[config.mk]
export PLATFORM = sky130hd
export DESIGN_NAME = cpu_control_unit_flat
export DESIGN_NICKNAME = d
export VERILOG_FILES = /design/src/rtl/cpu_pkg.sv /design/src/rtl/cpu_control_unit_if.sv /design/src/rtl/cpu_control_unit_instr_decode.sv /design/src/rtl/cpu_control_unit.sv /design/src/flat_wrapper.sv
export SDC_FILE = /design/constraint.sdc
export NUM_CORES = 1
export LEC_CHECK = 0
export ABC_AREA = 1
export CELL_PAD_IN_SITES_DETAIL_PLACEMENT = 1
export CELL_PAD_IN_SITES_GLOBAL_PLACEMENT = 1
export CORE_MARGIN = 2
export CORE_UTILIZATION = 29
export DETAILED_ROUTE_END_ITERATION = 10
export PLACE_DENSITY_LB_ADDON = 0.15
export SETUP_SLACK_MARGIN = 0.1
export SLEW_MARGIN = 20
export SYNTH_ARGS = -nofsm -noshare
export SYNTH_HDL_FRONTEND = slang
export SYNTH_SLANG_ARGS = --single-unit
[constraint.sdc]
create_clock -name clk -period 1.8 [get_ports clk]
set_input_delay 0.36 -clock clk [delete_from_list [all_inputs] [get_ports clk]]
set_output_delay 0.36 -clock clk [all_outputs]
set_load 0.05 [all_outputs]
[src/rtl/cpu_pkg.sv]
// -----------------------------------------------------------------------------
// cpu_pkg
// Shared definitions for the multi-cycle control unit: instruction class and
// branch condition codes, FSM state encoding, instruction field positions,
// the decoded datapath-control bundle and a 4-bit immediate sign-extender.
// No ports (package).
// -----------------------------------------------------------------------------
package cpu_pkg;

    typedef enum logic [2:0] {
        ST_INIT    = 3'd0,
        ST_FETCH   = 3'd1,
        ST_DECODE  = 3'd2,
        ST_EXECUTE = 3'd3,
        ST_HALT    = 3'd4
    } state_t;

    // Instruction classes, IR[15:14]
    localparam logic [1:0] CLS_REG = 2'b00;
    localparam logic [1:0] CLS_IMM = 2'b01;
    localparam logic [1:0] CLS_BR  = 2'b10;
    localparam logic [1:0] CLS_SYS = 2'b11;

    // Branch conditions, IR[13:12]
    localparam logic [1:0] COND_AL = 2'b00;
    localparam logic [1:0] COND_Z  = 2'b01;
    localparam logic [1:0] COND_N  = 2'b10;
    localparam logic [1:0] COND_C  = 2'b11;

    // Instruction field positions
    localparam int CLS_HI  = 15;
    localparam int CLS_LO  = 14;
    localparam int OP_HI   = 13;
    localparam int OP_LO   = 10;
    localparam int W_HI    = 9;
    localparam int W_LO    = 7;
    localparam int R_HI    = 6;
    localparam int R_LO    = 4;
    localparam int S_HI    = 3;
    localparam int S_LO    = 1;
    localparam int IMM_HI  = 3;
    localparam int IMM_LO  = 0;
    localparam int COND_HI = 13;
    localparam int COND_LO = 12;
    localparam int OFF_HI  = 7;
    localparam int OFF_LO  = 0;
    localparam int HALT_BIT = 13;   // class 11: 0 = NOP, 1 = HALT

    // Datapath control bundle produced by the decoder
    typedef struct packed {
        logic [3:0]  alu_op;
        logic [2:0]  w_adr;
        logic [2:0]  r_adr;
        logic [2:0]  s_adr;
        logic [15:0] ds;
        logic        s_sel;
    } ctrl_t;

    function automatic logic [15:0] sext4(input logic [3:0] v);
        return {{12{v[3]}}, v};
    endfunction

endpackage

[src/rtl/cpu_control_unit_if.sv]
// -----------------------------------------------------------------------------
// cpu_control_unit_if
// Bundles the instruction-fetch handshake (Fetch_Req/Fetch_Adr/Fetch_Ack/IR_In),
// the datapath flags (N/Z/C) and the datapath controls (W_En, ALU_OP, W_Adr,
// R_Adr, S_Adr, DS, S_Sel).
//   master : control unit side (drives fetch request and datapath controls)
//   slave  : memory/datapath side (drives ack, instruction word and flags)
// -----------------------------------------------------------------------------
interface cpu_control_unit_if #(
    parameter int PC_W = 8
);
    logic            Fetch_Req;
    logic [PC_W-1:0] Fetch_Adr;
    logic            Fetch_Ack;
    logic [15:0]     IR_In;
    logic            N;
    logic            Z;
    logic            C;
    logic            W_En;
    logic [3:0]      ALU_OP;
    logic [2:0]      W_Adr;
    logic [2:0]      R_Adr;
    logic [2:0]      S_Adr;
    logic [15:0]     DS;
    logic            S_Sel;

    modport master (
        output Fetch_Req, Fetch_Adr, W_En, ALU_OP, W_Adr, R_Adr, S_Adr, DS, S_Sel,
        input  Fetch_Ack, IR_In, N, Z, C
    );

    modport slave (
        input  Fetch_Req, Fetch_Adr, W_En, ALU_OP, W_Adr, R_Adr, S_Adr, DS, S_Sel,
        output Fetch_Ack, IR_In, N, Z, C
    );
endinterface

[src/rtl/cpu_control_unit_instr_decode.sv]
// -----------------------------------------------------------------------------
// instr_decode
// Purely combinational decode of the registered instruction word.
//   ir_i        in  16  instruction register
//   ctrl_o      out     datapath controls (zero for branch/system classes)
//   is_alu_o    out  1  class 00 or 01 (writes a register, updates flags)
//   is_branch_o out  1  class 10
//   is_halt_o   out  1  class 11 with HALT bit set
//   cond_o      out  2  branch condition
//   offset_o    out  8  signed branch offset
// -----------------------------------------------------------------------------
module instr_decode
    import cpu_pkg::*;
(
    input  logic [15:0] ir_i,
    output ctrl_t       ctrl_o,
    output logic        is_alu_o,
    output logic        is_branch_o,
    output logic        is_halt_o,
    output logic [1:0]  cond_o,
    output logic [7:0]  offset_o
);

    always_comb begin
        ctrl_o      = '0;
        is_alu_o    = 1'b0;
        is_branch_o = 1'b0;
        is_halt_o   = 1'b0;
        cond_o      = COND_AL;
        offset_o    = '0;
        unique case (ir_i[CLS_HI:CLS_LO])
            CLS_REG: begin
                ctrl_o.alu_op = ir_i[OP_HI:OP_LO];
                ctrl_o.w_adr  = ir_i[W_HI:W_LO];
                ctrl_o.r_adr  = ir_i[R_HI:R_LO];
                ctrl_o.s_adr  = ir_i[S_HI:S_LO];
                is_alu_o      = 1'b1;
            end
            CLS_IMM: begin
                ctrl_o.alu_op = ir_i[OP_HI:OP_LO];
                ctrl_o.w_adr  = ir_i[W_HI:W_LO];
                ctrl_o.r_adr  = ir_i[R_HI:R_LO];
                ctrl_o.ds     = sext4(ir_i[IMM_HI:IMM_LO]);
                ctrl_o.s_sel  = 1'b1;
                is_alu_o      = 1'b1;
            end
            CLS_BR: begin
                is_branch_o = 1'b1;
                cond_o      = ir_i[COND_HI:COND_LO];
                offset_o    = ir_i[OFF_HI:OFF_LO];
            end
            default: begin
                is_halt_o = ir_i[HALT_BIT];
            end
        endcase
    end

endmodule

[src/rtl/cpu_control_unit.sv]
// -----------------------------------------------------------------------------
// cpu_control_unit
// Multi-cycle control unit: INIT -> FETCH -> DECODE -> EXECUTE -> FETCH, with
// HALT absorbing until reset. Fetches over a req/ack handshake, drives the
// register-file/ALU controls and keeps the N/Z/C flags of the last ALU op for
// conditional branches.
//   clk     in   system clock, rising edge
//   reset   in   asynchronous active-high reset
//   bus     ifc  master side of cpu_control_unit_if (fetch + datapath)
//   Halted  out  high while in HALT
// -----------------------------------------------------------------------------
module cpu_control_unit
    import cpu_pkg::*;
#(
    parameter int              PC_W     = 8,
    parameter logic [PC_W-1:0] RESET_PC = '0
) (
    input  logic                clk,
    input  logic                reset,
    cpu_control_unit_if.master  bus,
    output logic                Halted
);

    state_t          state_q, state_d;
    logic [PC_W-1:0] pc_q, pc_d;
    logic [15:0]     ir_q, ir_d;
    logic [2:0]      flags_q, flags_d;   // {N, Z, C}

    ctrl_t             dec_ctrl;
    logic              is_alu, is_branch, is_halt;
    logic [1:0]        cond;
    logic signed [7:0] offset;
    logic              taken;
    logic              active;

    instr_decode u_decode (
        .ir_i        (ir_q),
        .ctrl_o      (dec_ctrl),
        .is_alu_o    (is_alu),
        .is_branch_o (is_branch),
        .is_halt_o   (is_halt),
        .cond_o      (cond),
        .offset_o    (offset)
    );

    always_comb begin
        taken = 1'b0;
        unique case (cond)
            COND_AL: taken = 1'b1;
            COND_Z:  taken = flags_q[1];
            COND_N:  taken = flags_q[2];
            COND_C:  taken = flags_q[0];
            default: taken = 1'b0;
        endcase
    end

    always_ff @(posedge clk or posedge reset) begin
        if (reset) begin
            state_q <= ST_INIT;
            pc_q    <= RESET_PC;
            ir_q    <= '0;
            flags_q <= '0;
        end else begin
            state_q <= state_d;
            pc_q    <= pc_d;
            ir_q    <= ir_d;
            flags_q <= flags_d;
        end
    end

    always_comb begin
        state_d = state_q;
        pc_d    = pc_q;
        ir_d    = ir_q;
        flags_d = flags_q;
        unique case (state_q)
            ST_INIT: begin
                state_d = ST_FETCH;
            end
            ST_FETCH: begin
                if (bus.Fetch_Ack) begin
                    ir_d    = bus.IR_In;
                    pc_d    = pc_q + PC_W'(1);
                    state_d = ST_DECODE;
                end
            end
            ST_DECODE: begin
                state_d = ST_EXECUTE;
            end
            ST_EXECUTE: begin
                if (is_alu) begin
                    flags_d = {bus.N, bus.Z, bus.C};
                end
                // PC already points past the branch; the size cast sign-extends
                // the offset so the add wraps modulo 2^PC_W.
                if (is_branch && taken) begin
                    pc_d = pc_q + PC_W'(offset);
                end
                state_d = is_halt ? ST_HALT : ST_FETCH;
            end
            ST_HALT: begin
                state_d = ST_HALT;
            end
            default: begin
                state_d = ST_INIT;
            end
        endcase
    end

    // Controls are only presented while the instruction is in flight, so the
    // stale IR never leaks onto the datapath during FETCH/INIT/HALT.
    assign active = (state_q == ST_DECODE) || (state_q == ST_EXECUTE);

    assign bus.Fetch_Req = (state_q == ST_FETCH);
    assign bus.Fetch_Adr = pc_q;
    assign bus.W_En      = (state_q == ST_EXECUTE) && is_alu;
    assign bus.ALU_OP    = active ? dec_ctrl.alu_op : '0;
    assign bus.W_Adr     = active ? dec_ctrl.w_adr  : '0;
    assign bus.R_Adr     = active ? dec_ctrl.r_adr  : '0;
    assign bus.S_Adr     = active ? dec_ctrl.s_adr  : '0;
    assign bus.DS        = active ? dec_ctrl.ds     : '0;
    assign bus.S_Sel     = active ? dec_ctrl.s_sel  : 1'b0;
    assign Halted        = (state_q == ST_HALT);

endmodule

[src/flat_wrapper.sv]
// flat-port wrapper written by rule: the top's interface ports become plain ports
module cpu_control_unit_flat import cpu_pkg::*;
#(
    parameter int              PC_W     = 8,
    parameter logic [PC_W-1:0] RESET_PC = '0
)
  (clk, reset, Halted, bus_Fetch_Req, bus_Fetch_Adr, bus_W_En, bus_ALU_OP, bus_W_Adr, bus_R_Adr, bus_S_Adr, bus_DS, bus_S_Sel, bus_Fetch_Ack, bus_IR_In, bus_N, bus_Z, bus_C);
  cpu_control_unit_if #(.PC_W(PC_W)) bus_i ();
  input  logic clk;
  input  logic reset;
  output logic Halted;
  output wire logic [$bits(bus_i.Fetch_Req)-1:0] bus_Fetch_Req;
  output wire logic [$bits(bus_i.Fetch_Adr)-1:0] bus_Fetch_Adr;
  output wire logic [$bits(bus_i.W_En)-1:0] bus_W_En;
  output wire logic [$bits(bus_i.ALU_OP)-1:0] bus_ALU_OP;
  output wire logic [$bits(bus_i.W_Adr)-1:0] bus_W_Adr;
  output wire logic [$bits(bus_i.R_Adr)-1:0] bus_R_Adr;
  output wire logic [$bits(bus_i.S_Adr)-1:0] bus_S_Adr;
  output wire logic [$bits(bus_i.DS)-1:0] bus_DS;
  output wire logic [$bits(bus_i.S_Sel)-1:0] bus_S_Sel;
  input wire logic [$bits(bus_i.Fetch_Ack)-1:0] bus_Fetch_Ack;
  input wire logic [$bits(bus_i.IR_In)-1:0] bus_IR_In;
  input wire logic [$bits(bus_i.N)-1:0] bus_N;
  input wire logic [$bits(bus_i.Z)-1:0] bus_Z;
  input wire logic [$bits(bus_i.C)-1:0] bus_C;
  assign bus_Fetch_Req = bus_i.Fetch_Req;
  assign bus_Fetch_Adr = bus_i.Fetch_Adr;
  assign bus_W_En = bus_i.W_En;
  assign bus_ALU_OP = bus_i.ALU_OP;
  assign bus_W_Adr = bus_i.W_Adr;
  assign bus_R_Adr = bus_i.R_Adr;
  assign bus_S_Adr = bus_i.S_Adr;
  assign bus_DS = bus_i.DS;
  assign bus_S_Sel = bus_i.S_Sel;
  assign bus_i.Fetch_Ack = bus_Fetch_Ack;
  assign bus_i.IR_In = bus_IR_In;
  assign bus_i.N = bus_N;
  assign bus_i.Z = bus_Z;
  assign bus_i.C = bus_C;
  cpu_control_unit #(.PC_W(PC_W), .RESET_PC(RESET_PC)) u_core (.clk(clk), .reset(reset), .bus(bus_i), .Halted(Halted));
endmodule
## Yosys cells after proc, flatten, opt, wreduce, memory -nomap -nowiden

Index checks and enable logic that the tools add are counted.

- Flip-flop bits (word level): 30
- Bits of input ports: 22
- Output and inout bits: 41
- Word-level logic and storage cells: 50

- Add/subtract/negate cells: 2
- Eq/ne operators: 11
- Multiplexer cells: 21
- Reductions and logical operators: 12

Operators by type and width:

| cell | number |
|---|---|
| 8-bit two-way mux | 3 |
| 3-bit two-way mux | 6 |
| 17-bit two-way mux | 1 |
| 16-bit two-way mux | 1 |
| 8-bit case mux with 2 select lines | 1 |
| 3-bit case mux with 5 select lines | 1 |
| 10-bit two-way mux | 1 |
| 8-bit by 1-bit adder with 8-bit output, second input constant | 1 |
| 8-bit adder | 1 |
| 2-bit equality test, second input constant | 3 |
| 3-bit by 2-bit equality test with 1-bit output, second input constant | 2 |
| 2-bit by 1-bit equality test with 1-bit output, second input constant | 2 |
| 2-bit zero test | 2 |
| 1-bit two-way mux | 4 |
| 4-bit two-way mux | 1 |
| 2-bit by 1-bit != test with 1-bit output, second input constant | 2 |
| 1-bit case mux with 4 select lines | 1 |
| 2-bit AND reduction | 2 |
| 3-bit by 1-bit equality test with 1-bit output, second input constant | 1 |
| 3-bit equality test, second input constant | 1 |
| 3-bit zero test | 1 |
| 3-bit AND reduction | 1 |
| 3-bit OR reduction | 1 |
| 1-bit logical AND | 2 |
| 4 further kinds | 4 |

## Logic depth before layout (Yosys ltp)

Gate-level depths: netlist (run 1).

- Word-level depth: 7
- Depth in mapped cells: 14
- Depth with buffers taken out: 14

## Cells and area by module

A second synthesis (run 1) with hierarchy kept.

- Cell total of the unflattened synthesis: 303
- Area total of the unflattened synthesis: 2,238.4 um^2

Modules (own cells, without submodules):

| module | instances | cells each | area an instance (um^2) | sequential area each (um^2) |
|---|---|---|---|---|
| cpu_control_unit | 1 | 239 | 1,919.3 | 750.7 |
| instr_decode | 1 | 64 | 319.1 | 0.0 |

## Least setup slack after synthesis (run 1)

No wires, ideal clock.

- Kind: flip-flop to output port
- From: register u_core.state_q[2]
- To: output port bus_DS[10]
- Arrival time: 2,780 ps
- Required time: 1,440 ps
- Slack: -1,340 ps
- Stages on the path, launching flop included: 9
- Cells stage by stage: dfrtp_1 inv_1 nand2_1 nor2_1 inv_1 nor2_2 inv_1 nor2_1 buf_4

- Cells in the longest elaborated chain, start to end: 3
- Elaborated cells on any way between the ends: 4
- Classes of those cells: eq/ne (2); mux (1); reduce/logical (1)

Ends and longest elaborated chain:

| item | line | source |
|---|---|---|
| start, declared | cpu_control_unit.sv:24 | `state_t state_q, state_d;` |
| start signal, assigned | cpu_control_unit.sv:64 | `state_q <= state_d;` |
| 3-bit by 2-bit equality test with 1-bit output | cpu_control_unit.sv:112 | `assign active = (state_q == ST_DECODE) \|\| (state_q == ST_EXECUTE);` |
| 1-bit logical OR * | cpu_control_unit.sv:112 |  |
| 16-bit two-way mux * | cpu_control_unit.sv:121 | `assign bus.DS = active ? dec_ctrl.ds : '0;` |
| end, declared | flat_wrapper.sv:19 | `output wire logic [$bits(bus_i.DS)-1:0] bus_DS;` |

Every way passes the cells marked *; elsewhere a longest branch is shown, timed or not.

## Final worst setup path (run 1)

- From: register u_core.state_q[2]
- To: register u_core.pc_q[7], in the netlist u_core.bus.Fetch_Adr[7]

- Cells in the longest elaborated chain, start to end: 3
- Elaborated cells on any way between the ends: 7
- Classes of those cells: eq/ne (4); mux (1); reduce/logical (2)

Ends and longest elaborated chain:

| item | line | source |
|---|---|---|
| 3-bit by 2-bit equality test with 1-bit output or 3-bit by 1-bit equality test with 1-bit output (tied branches) | cpu_control_unit.sv:76 | `unique case (state_q)` |
| 2-bit by 1-bit != test with 1-bit output (no source line) or 2-bit nonzero test (tied branches) | n/a |  |
| 3-bit AND reduction (no source line) | n/a |  |
| end signal, assigned | cpu_control_unit.sv:65 | `pc_q <= pc_d;` |
| end, declared | cpu_control_unit.sv:25 | `logic [PC_W-1:0] pc_q, pc_d;` |

Parallel ways exist; a longest one is shown, timed or not.
A chain may end at the register's enable or synchronous reset.

==> results.py, run 1 <==
metrics = {
    "run_status": {
        "status": "finished with violations",
        "violations": "setup timing",
    },
    "worst_setup_path": {
        "start_kind": "register",
        "critPathKind": "register to register",
        "worstPathMaxFanout": 6,
        "cp_data_arrival_time_ns": 2.33,
        "worstPathRequired_ns": 1.98,
        "cp-end-kind": "register",
    },
    "final_layout": {
        "multi_input_area_um2": 1177,
        "syn_to_final_growth_pct": 102.9,
        "diodes": 0,
        "fillers": 638,
        "ff_latch_area_um2": 750.7,
        "design_area_um2": 3643,
        "nets": 362,
        "final_layout_size_suffix_gt1_share_pct": 51.35,
    },
    "placement": {
        "pre_cts_ws_ns": -0.09505,
        "dp_hpwl_mm": 4.098,
        "postPlaceCellArea_um2": 2985,
        "gp_routability_congestion": 0.8650,
        "portBuffers": 62,
    },
    "synth": {
        "synth_top_area_cell": "dfrtp_1",
        "yosysMostFrequentCell": "nand2_1",
        "syn_area_per_cell_um2": 7.739,
        "synth-edff-count": 0,
        "synth.ff_latch_count": 30,
        "ys_types": 24,
        "yosys-top-cells-count": "nand2_1 (43), nor2_1 (41), inv_1 (34)",
        "syn_area_um2": 1795,
        "synth_top_area_share_pct": 41.81,
        "syn-num-nets": 262,
        "postSynthCellCount": 232,
        "synthTopCellsByArea": "dfrtp_1 (42%), nand2_1 (9.0%), nor2_1 (8.6%)",
        "yosysWarnings": 0,
        "seq_area_frac_synth_pct": 41.81,
        "synth_flop_cell": "dfrtp_1",
        "synthArstFlopShare_pct": 100.0,
    },
    "floorplan": {
        "fp.coreArea_um2": 5956,
        "die_w_um": 82.69,
        "start_util_pct": 30.15,
        "die_h_um": 82.69,
        "rows": 28,
        "pin_count": 63,
        "die_area_um2": 6837,
    },
    "global_route": {
        "grt_pass1_wl_mm": 9.970,
        "antenna_found_initial": 0,
        "met1_usage_pct": 22.90,
        "grt_max_degree": 31,
        "grt.overflow.total": 0,
        "use_met2_pct": 35.65,
        "grt_pass1_vias": 2055,
        "track_usage_pct": 19.93,
        "met3_usage_pct": 3.696,
        "busiest_layer": "met2",
    },
    "timing": {
        "worst_pin_slew_ns": 0.4078,
        "relSlewSlack_pct": 72.82,
        "skew_ns": 0.004856,
        "hold_ws_ns": 0.4535,
        "fin_crit_ns": 2.154,
        "worst_slack_ns": -0.3545,
        "finalHoldViolations": 0,
        "fmax_mhz": 464.2,
        "min_period_over_period_pct": 119.7,
        "rsz0062_at_grt": "yes",
        "finalSetupViolations": 38,
        "drv_slew": 0,
    },
    "clocking": {
        "htree_levels": 2,
        "clk_pin_slew_ns": 0.07,
        "clkLatencyLatePin_ns": 0.29,
        "cts_buffers": 5,
        "cts_sinks": 30,
        "clockBufferDepth": 2,
        "cts_tree": "built",
        "ctsHoldBuffers": 0,
        "root_buffer": "clkbuf_8",
    },
    "detailed_routing": {
        "vias": 1902,
        "drtIter0Drc": 47,
        "drt_first_pass_iters": 4,
        "drt-total-wl_mm": 6.812,
        "wl_per_cell_um": 16.70,
        "ant_nets": 0,
        "drc": 0,
        "vias_per_cell": 4.662,
    },
    "pwr": {
        "power_mw": 1.315,
        "vdd_drop_max_mv": 0.2335,
        "pwr_density_cell_nw_per_um2": 360.8,
        "leakage_nw": 1.732,
    },
    "worst_hold_path": {
        "hp-class": "primary input to asynchronous set/reset pin",
    },
    "flow_run": {
        "maxCapViolCount": 0,
    },
}
==> what timing repair did <==
action	in CTS	in global routing
cloned	2	0
endpoints found under the setup margin	40	40
endpoints found under the hold margin	0	0
resized for setup	54	34
pin swaps	28	24
setup buffers	14	9
==> critical path, stage by stage, from the launching register on <==
cell	delay, ns
dfrtp_1	0.38
inv_2	0.07
buf_4	0.11
nand3_4	0.08
nor2_4	0.17
clkinv_4	0.13
nor2_4	0.09
ha_1	0.24
nand2_1	0.09
nand2_2	0.07
a21oi_2	0.18
nand3_1	0.20
nand4_1	0.16
nand2_1	0.06
==> flip-flops by register name (all words and copies together), names as in the netlist <==
register / flops
u_core.ir_q: 16
u_core.state_q: 3
u_core.bus.Fetch_Adr: 8
u_core.flags_q: 3
==> final cells by class <==
class	instances	share of cell area, %
Clock buffer	6	2.266
Clock inverter	2	0.3434
Inverter	35	3.812
Multi-Input combinational cell	151	32.31
Sequential cell	30	20.60
Tap cell	75	2.576
Timing Repair Buffer	109	38.08
==> routing by layer <==
layer,vias to the layer above,wire [um],part of all wire (%)
met2,39,3692,54
met3,15,182,2.7
met5,-,0,0
met4,0,195,2.9
li1,917,-,-
met1,931,2742,40
==> worst paths after layout <==
path | start | to | slack, ns | depth (start not counted)
worst max-delay path | u_core.state_q[2]$_DFFE_PP0P_ | u_core.bus.Fetch_Adr[7]$_DFFE_PP0P_ | -0.35 | 13
worst min-delay path | reset | u_core.state_q[0]$_DFFE_PP0P_ | 0.45 | 3
worst max register to register | u_core.state_q[2]$_DFFE_PP0P_ | u_core.bus.Fetch_Adr[7]$_DFFE_PP0P_ | -0.35 | 13
worst min register to register | u_core.flags_q[2]$_DFFE_PP0P_ | u_core.flags_q[2]$_DFFE_PP0P_ | 0.48 | 2
max in group asynchronous | reset | u_core.ir_q[3]$_DFFE_PP0P_ | 1.04 | 3
min in group clk | u_core.flags_q[2]$_DFFE_PP0P_ | u_core.flags_q[2]$_DFFE_PP0P_ | 0.48 | 2
==> cells in the final DEF, fill, tap and decap left out, drive strengths merged, types with 3 or more instances in the layout <==
cell and instances:
nor3 4, nand4 3, a21oi 21, nor2 43, ha 7, inv 34
clkdlybuf4s50 21, nand3 13, buf 87, nand2 45, dfrtp 30, o21ai 6
xnor2 3, clkbuf 7
==> report_power, final <==
| part | total, mW | switching, mW | internal, mW | leakage (nW) |
|---|---|---|---|---|
| Sequential | 0.674 | 0 | 0.674 | 0.299 |
| Combinational | 0.0620 | 0.0209 | 0.0411 | 1.39 |
| Clock | 0.579 | 0.272 | 0.307 | 0.0472 |
==> stage by stage <==
stage,setup TNS [ns],util [%],cells
floorplan,-6.442,-,232
CTS,-6.097,57.77,402
finish,-7.357,61.18,408
global placement,-0.1291,50.13,379
global route,-11.16,61.18,408
detailed placement,-0.2829,50.13,379
==> cell families (layout without fill, tap and decap cells) <==
group	after synthesis	after routing	share of synthesized area, %
AO/OA/AOI/OAI	29	29	8.850
XOR/XNOR	3	3	1.464
adder cells (fa/ha/maj)	8	8	5.993
buffers and inverters	51	152	14.29
flip-flops	30	30	41.81
AND/OR/NAND/NOR	111	111	27.60
Note: power is estimated with default switching activity, not from simulation.
==> inputs of run 2 (changes only) <==
- HOLD_SLACK_MARGIN: not set -> 0.1
==> results of run 2 <==
Same layout as run 1: the final DEF is identical, and so are final timing and power.
==> inputs of run 3 (changes only) <==
- GPL_TIMING_DRIVEN: not set -> 1
==> results of run 3 <==
Same layout as run 1: the final DEF is identical, and so are final timing and power.
